[config.mk]
export PLATFORM = sky130hd
export DESIGN_NAME = tdm_demux
export DESIGN_NICKNAME = d
export VERILOG_FILES = /design/src/rtl/tdm_demux.sv
export SDC_FILE = /design/constraint.sdc
export NUM_CORES = 1
export LEC_CHECK = 0
export ABC_AREA = 1
export CAP_MARGIN = 5
export CORE_AREA = 2 2 51 53
export DETAILED_ROUTE_END_ITERATION = 7
export DIE_AREA = 0 0 53 55
export PLACE_DENSITY = 0.64
export RECOVER_POWER = 25
export SYNTH_ARGS = -nofsm -noshare
export SYNTH_HDL_FRONTEND = slang
export SYNTH_SLANG_ARGS = --single-unit
[constraint.sdc]
create_clock -name clk -period 1.7 [get_ports clk]
set_clock_uncertainty 0.05 [all_clocks]
set_input_delay 0.34 -clock clk [delete_from_list [all_inputs] [get_ports clk]]
set_output_delay 0.34 -clock clk [all_outputs]
set_load 0.02 [all_outputs]
[src/rtl/tdm_demux.sv]
// tdm_demux: receiving end of the TDM link. Collects CHANNELS serial slots into a
// shadow register and publishes the whole frame on dout with a one-cycle dout_valid
// pulse. A frame_start arriving before the frame completes aborts it with frame_err.
// Optional build macro: TDM_DEMUX_PARITY_EN adds a trailing even-parity slot that
// must match before the frame is published.
module tdm_demux #(
    parameter int unsigned WIDTH    = 1,
    parameter int unsigned CHANNELS = 4,
    localparam int unsigned CW      = $clog2(CHANNELS + 1)
) (
    input  logic                      clk,
    input  logic                      rst_n,
    input  logic [WIDTH-1:0]          din,
    input  logic                      din_valid,
    input  logic                      frame_start,
    output logic [CHANNELS*WIDTH-1:0] dout,
    output logic                      dout_valid,
    output logic [CW-1:0]             chan,
    output logic                      frame_err
);

    localparam logic [CW-1:0] LastChan = CW'(CHANNELS - 1);

`ifdef TDM_DEMUX_PARITY_EN
    typedef enum logic [1:0] {StIdle, StRecv, StPar} state_t;
`else
    typedef enum logic [1:0] {StIdle, StRecv} state_t;
`endif

    state_t                    state_q, state_d;
    logic [CW-1:0]             chan_q, chan_d;
    logic [CHANNELS*WIDTH-1:0] shadow_q, shadow_d;
    logic [CHANNELS*WIDTH-1:0] dout_q, dout_d;
    logic                      dout_valid_q, dout_valid_d;
    logic                      frame_err_q, frame_err_d;
    logic                      restart;

    // State and datapath registers; reset clears everything, including pending pulses.
    always_ff @(posedge clk or negedge rst_n) begin
        if (!rst_n) begin
            state_q      <= StIdle;
            chan_q       <= '0;
            shadow_q     <= '0;
            dout_q       <= '0;
            dout_valid_q <= 1'b0;
            frame_err_q  <= 1'b0;
        end else begin
            state_q      <= state_d;
            chan_q       <= chan_d;
            shadow_q     <= shadow_d;
            dout_q       <= dout_d;
            dout_valid_q <= dout_valid_d;
            frame_err_q  <= frame_err_d;
        end
    end

    // Next-state logic: slot capture, frame completion and short-frame restart.
    always_comb begin
        state_d      = state_q;
        chan_d       = chan_q;
        shadow_d     = shadow_q;
        dout_d       = dout_q;
        dout_valid_d = 1'b0;
        frame_err_d  = 1'b0;
        restart      = 1'b0;

        unique case (state_q)
            StIdle: begin
                if (frame_start) begin
                    restart = 1'b1;
                end
            end
            StRecv: begin
                if (frame_start) begin
                    // A frame that already holds samples is short; chan==0 is just a re-sync.
                    restart     = 1'b1;
                    frame_err_d = (chan_q != '0);
                end else if (din_valid) begin
                    shadow_d[chan_q*WIDTH +: WIDTH] = din;
                    if (chan_q == LastChan) begin
                        chan_d = '0;
`ifdef TDM_DEMUX_PARITY_EN
                        state_d = StPar;
`else
                        dout_d       = {din, shadow_q[(CHANNELS-1)*WIDTH-1:0]};
                        dout_valid_d = 1'b1;
                        state_d      = StIdle;
`endif
                    end else begin
                        chan_d = chan_q + 1'b1;
                    end
                end
            end
`ifdef TDM_DEMUX_PARITY_EN
            StPar: begin
                if (frame_start) begin
                    restart     = 1'b1;
                    frame_err_d = 1'b1;
                end else if (din_valid) begin
                    if (din[0] == ^shadow_q) begin
                        dout_d       = shadow_q;
                        dout_valid_d = 1'b1;
                    end else begin
                        frame_err_d = 1'b1;
                    end
                    state_d = StIdle;
                end
            end
`endif
            default: begin
                state_d = StIdle;
            end
        endcase

        // Start a new frame this cycle; a valid sample here is slot 0.
        if (restart) begin
            state_d  = StRecv;
            shadow_d = '0;
            if (din_valid) begin
                shadow_d[WIDTH-1:0] = din;
                chan_d              = CW'(1);
            end else begin
                chan_d = '0;
            end
        end
    end

    assign dout       = dout_q;
    assign dout_valid = dout_valid_q;
    assign chan       = chan_q;
    assign frame_err  = frame_err_q;

endmodule

==> impl_metrics.csv, run 1 <==
group,metric,value,unit
run_status,status,"finished, final reports clean",
routing,drt-total-wl,1400,microns
setup_path,crit_fanout,2,
synthesis,synth_edf_count,0,
floorplan,die_w,53,microns
setup_path,r2r_slack,0.12,ns
timing,setup_viol,0,
clock_network,cts.sinks,13,
synthesis,synth_nets,85,
clock_network,htreeDepth,1,
pwr,swShare,31.5,%
finish,multi_input_area,327,sq um
routing,ant_nets,0,
setup_path,crit_chain,"clkdlybuf4s50_1",
finish,stdcell_area,918,sq um
synthesis,netlist_top_cells_count,"nand2_1, dfrtp_1, inv_1, nor2_1",
synthesis,synth.distinct_cells,20,
floorplan,start_util,29.1,%
run,drv_cap,0,
min_path,worstHoldPathType,"primary input to asynchronous set/reset pin",
clock_network,cts_buffers,3,
routing,vias,552,
pwr,p_leak,0.443,nW
global_routing,antenna_found_initial,0,
global_routing,grt_pass1_wl,2270,microns
clock_network,clk_latency,0.27,ns
setup_path,critPathTopFamily,"buffers and inverters",
clock_network,cts_buffer_depth,2,
timing,fin_crit_sh,95.0,%
pwr,seqPwrFrac,45.3,%
synthesis,synthesis.instances,75,
pwr,p_int,0.000538,W
pwr,peakVddDrop,355,uV
synthesis,syn_avg_cell_area,9.18,sq um
timing,finalCriticalPeriod,1.61,ns
timing,slew_headroom,73.4,%
global_routing,grt_overflow,0,
routing,drt_pass1_iterations,4,
synthesis,synthTopCellsByArea,"dfrtp_1, nand2_1, ha_1",
floorplan,die_area,0.00292,sq mm
setup_path,worstSetupEndpointType,"output port",
pwr,combPwrFrac,30.4,%
timing,finalHoldViolCount,0,
synthesis,yosysTopAreaCellShare,47.3,%
synthesis,seq_area_frac_synth,47.3,%
finish,syn_to_final_growth,33.5,%
timing,max_freq,620,MHz
place,hpwl,1080,microns
pwr,power_density,855,mW/mm^2
synthesis,ys_ff_latch,13,
pwr,power.switching,0.000247,W
setup_path,slowest_stage,"clkdlybuf4s50_1",
pwr,clkPwrFrac,24.3,%
timing,setup_ws,0.0858,ns
routing,drt_iter0_drc,15,
setup_path,r2r_start,"chan[1]",
timing,setup_tns,0,ns
synthesis,synth_area,688,sq um
setup_path,crit_buf_inv,1,
floorplan,ios,14,
synthesis,synth_top_flop_cell,"dfrtp_1",
setup_path,cp-start-kind,"flop",
place,dpl-instance-area,887,sq um
floorplan,core_area,0.00236,sq mm
finish,n_antenna_cell,0,
synthesis,async_flop_share,100,%
setup_path,crit_required,1.31,ns
clock_network,clockRootBuffer,"clkbuf_4",
place,place_congestion,0.918,
global_routing,grt_max_degree,10,
floorplan,placementRows,18,
setup_path,critPathKind,"flop to output port",
synthesis,synth.largest_area_cell,"dfrtp_1",
routing,routedWlPerCell,11.1,microns
global_routing,track_usage,11.1,%
setup_path,r2r-end,"shadow_q[0]",
clock_network,cts_setup_buffers,0,
floorplan,die_h,55,microns
place,preCtsSetupSlack,0.121,ns
finish,fin_nets,107,
clock_network,hold_buffers,0,
place,port_buffers,13,
finish,regArea,327,sq um
synthesis,yosysMostFrequentCell,"nand2_1",
clock_network,cts_tree,"yes",
setup_path,critPathArrivalTime,1.22,ns
setup_path,r2r_cells,11,
synthesis,yosys_warnings,0,
timing,slew_viol_final,0,
clock_network,clkTransAtPathRegs,0.08,ns
finish,drive_gt1_share,22.9,%
finish,fill_cells,250,
timing,rsz0062_at_grt,"false",
routing,drc,0,
global_routing,grt_pass1_vias,522,
routing,viasPerCell,4.38,
timing,tightest_slew,0.399,ns
setup_path,max_stage_delay,0.60,ns
-- cells by family after synthesis --
family,share of synthesized area (%)
AOI/OAI and AO/OA,8.54
adders and majority gates,9.09
buffers and inverters,7.09
DFF,47.3
and+or+nand+nor,28.0
-- through the flow --
stage	hold WS (ns)	instances	utilization (%)	total power, W
detailed placement	0.416	122	37.5	0.000599
floorplan	-0.00559	75	-	0.000491
CTS	0.279	126	38.5	0.000788
global placement	0.415	122	37.5	0.000595
global route	0.340	126	38.8	0.000848
finish	0.341	126	38.8	0.000786
-- power groups by stage --
stage	sequential [W]	combinational (W)	clock, W
2_1_floorplan	0.000402	0.0000889	0
3_3_place_gp	0.000361	0.000234	0
3_5_place_dp	0.000362	0.000237	0
4_1_cts	0.000356	0.000234	0.000198
5_1_grt	0.000360	0.000263	0.000224
6_report	0.000356	0.000239	0.000191
-- cells in the final DEF, fill, tap and decap left out --
cell type	netlist	layout
o21ai_0	4	4
o22ai_1	1	1
ha_4	0	1
o21ai_1	1	1
ha_1	5	4
clkinv_4	1	1
inv_1	8	8
nor2_1	7	7
o31ai_2	1	1
inv_4	1	1
clkbuf_1	0	2
nand3_4	1	1
dlygate4sd2_1	0	3
inv_2	1	1
dfrtp_2	0	1
o211ai_1	2	2
nand3b_1	1	1
nor2_2	1	1
nor3_2	2	2
clkbuf_4	0	3
nand2_2	5	5
dfrtp_1	13	12
nand3_2	1	1
clkdlybuf4s50_1	0	9
nand3_1	2	2
buf_4	0	3
dlygate4sd3_1	0	1
nand2_1	17	17
-- cell type report --
type | count | area share (%)
repair buffers | 17 | 16.6
clock buffers | 4 | 2.86
well taps | 30 | 4.09
inverters | 11 | 5.31
multi-input cells | 51 | 35.6
flip-flops and latches | 13 | 35.6
-- registers in the layout (all words and copies together) (netlist names) --
register and count:
chan 3, dout 4, dout_valid 1, frame_err 1
shadow_q 3, state_q 1
-- worst max-delay path by stage --
stage | start | end | slack (ns) | depth (start not counted)
global placement | chan[1] | shadow_q[0] | 0.14 | 11
floorplan | chan[1] | shadow_q[0] | 0.006 | 11
finish | dout[0] | dout[0] | 0.09 | 1
CTS | dout[0] | dout[0] | 0.07 | 1
global route | dout[0] | dout[0] | 0.02 | 1
detailed placement | chan[1] | shadow_q[0] | 0.12 | 11
-- routing by layer --
metal  wire [microns]  global-route usage, %  vias to the layer above
met1              646                   13.8                      249
met5                0                      0                        -
li1                 -                      -                      280
met4               14                   6.41                        0
met2              641                   17.3                       21
met3              101                   3.23                        2
-- what timing repair did --
item,CTS,global route
setup endpoints to repair,3,1
gates resized for setup,3,1
pin swaps,0,0
Note: power is estimated with default switching activity, not from simulation.
==> run 2, diff against run 1 <==
--- a/config.mk
+++ b/config.mk
@@ -6,6 +6,7 @@
 export NUM_CORES = 1
 export LEC_CHECK = 0
 export ABC_AREA = 1
+export ABC_CLOCK_PERIOD_IN_PS = 1700
 export CAP_MARGIN = 5
 export CORE_AREA = 2 2 51 53
 export DETAILED_ROUTE_END_ITERATION = 7
==> results of run 2 <==
The final DEF is identical to that of run 1; final timing and power are the same.
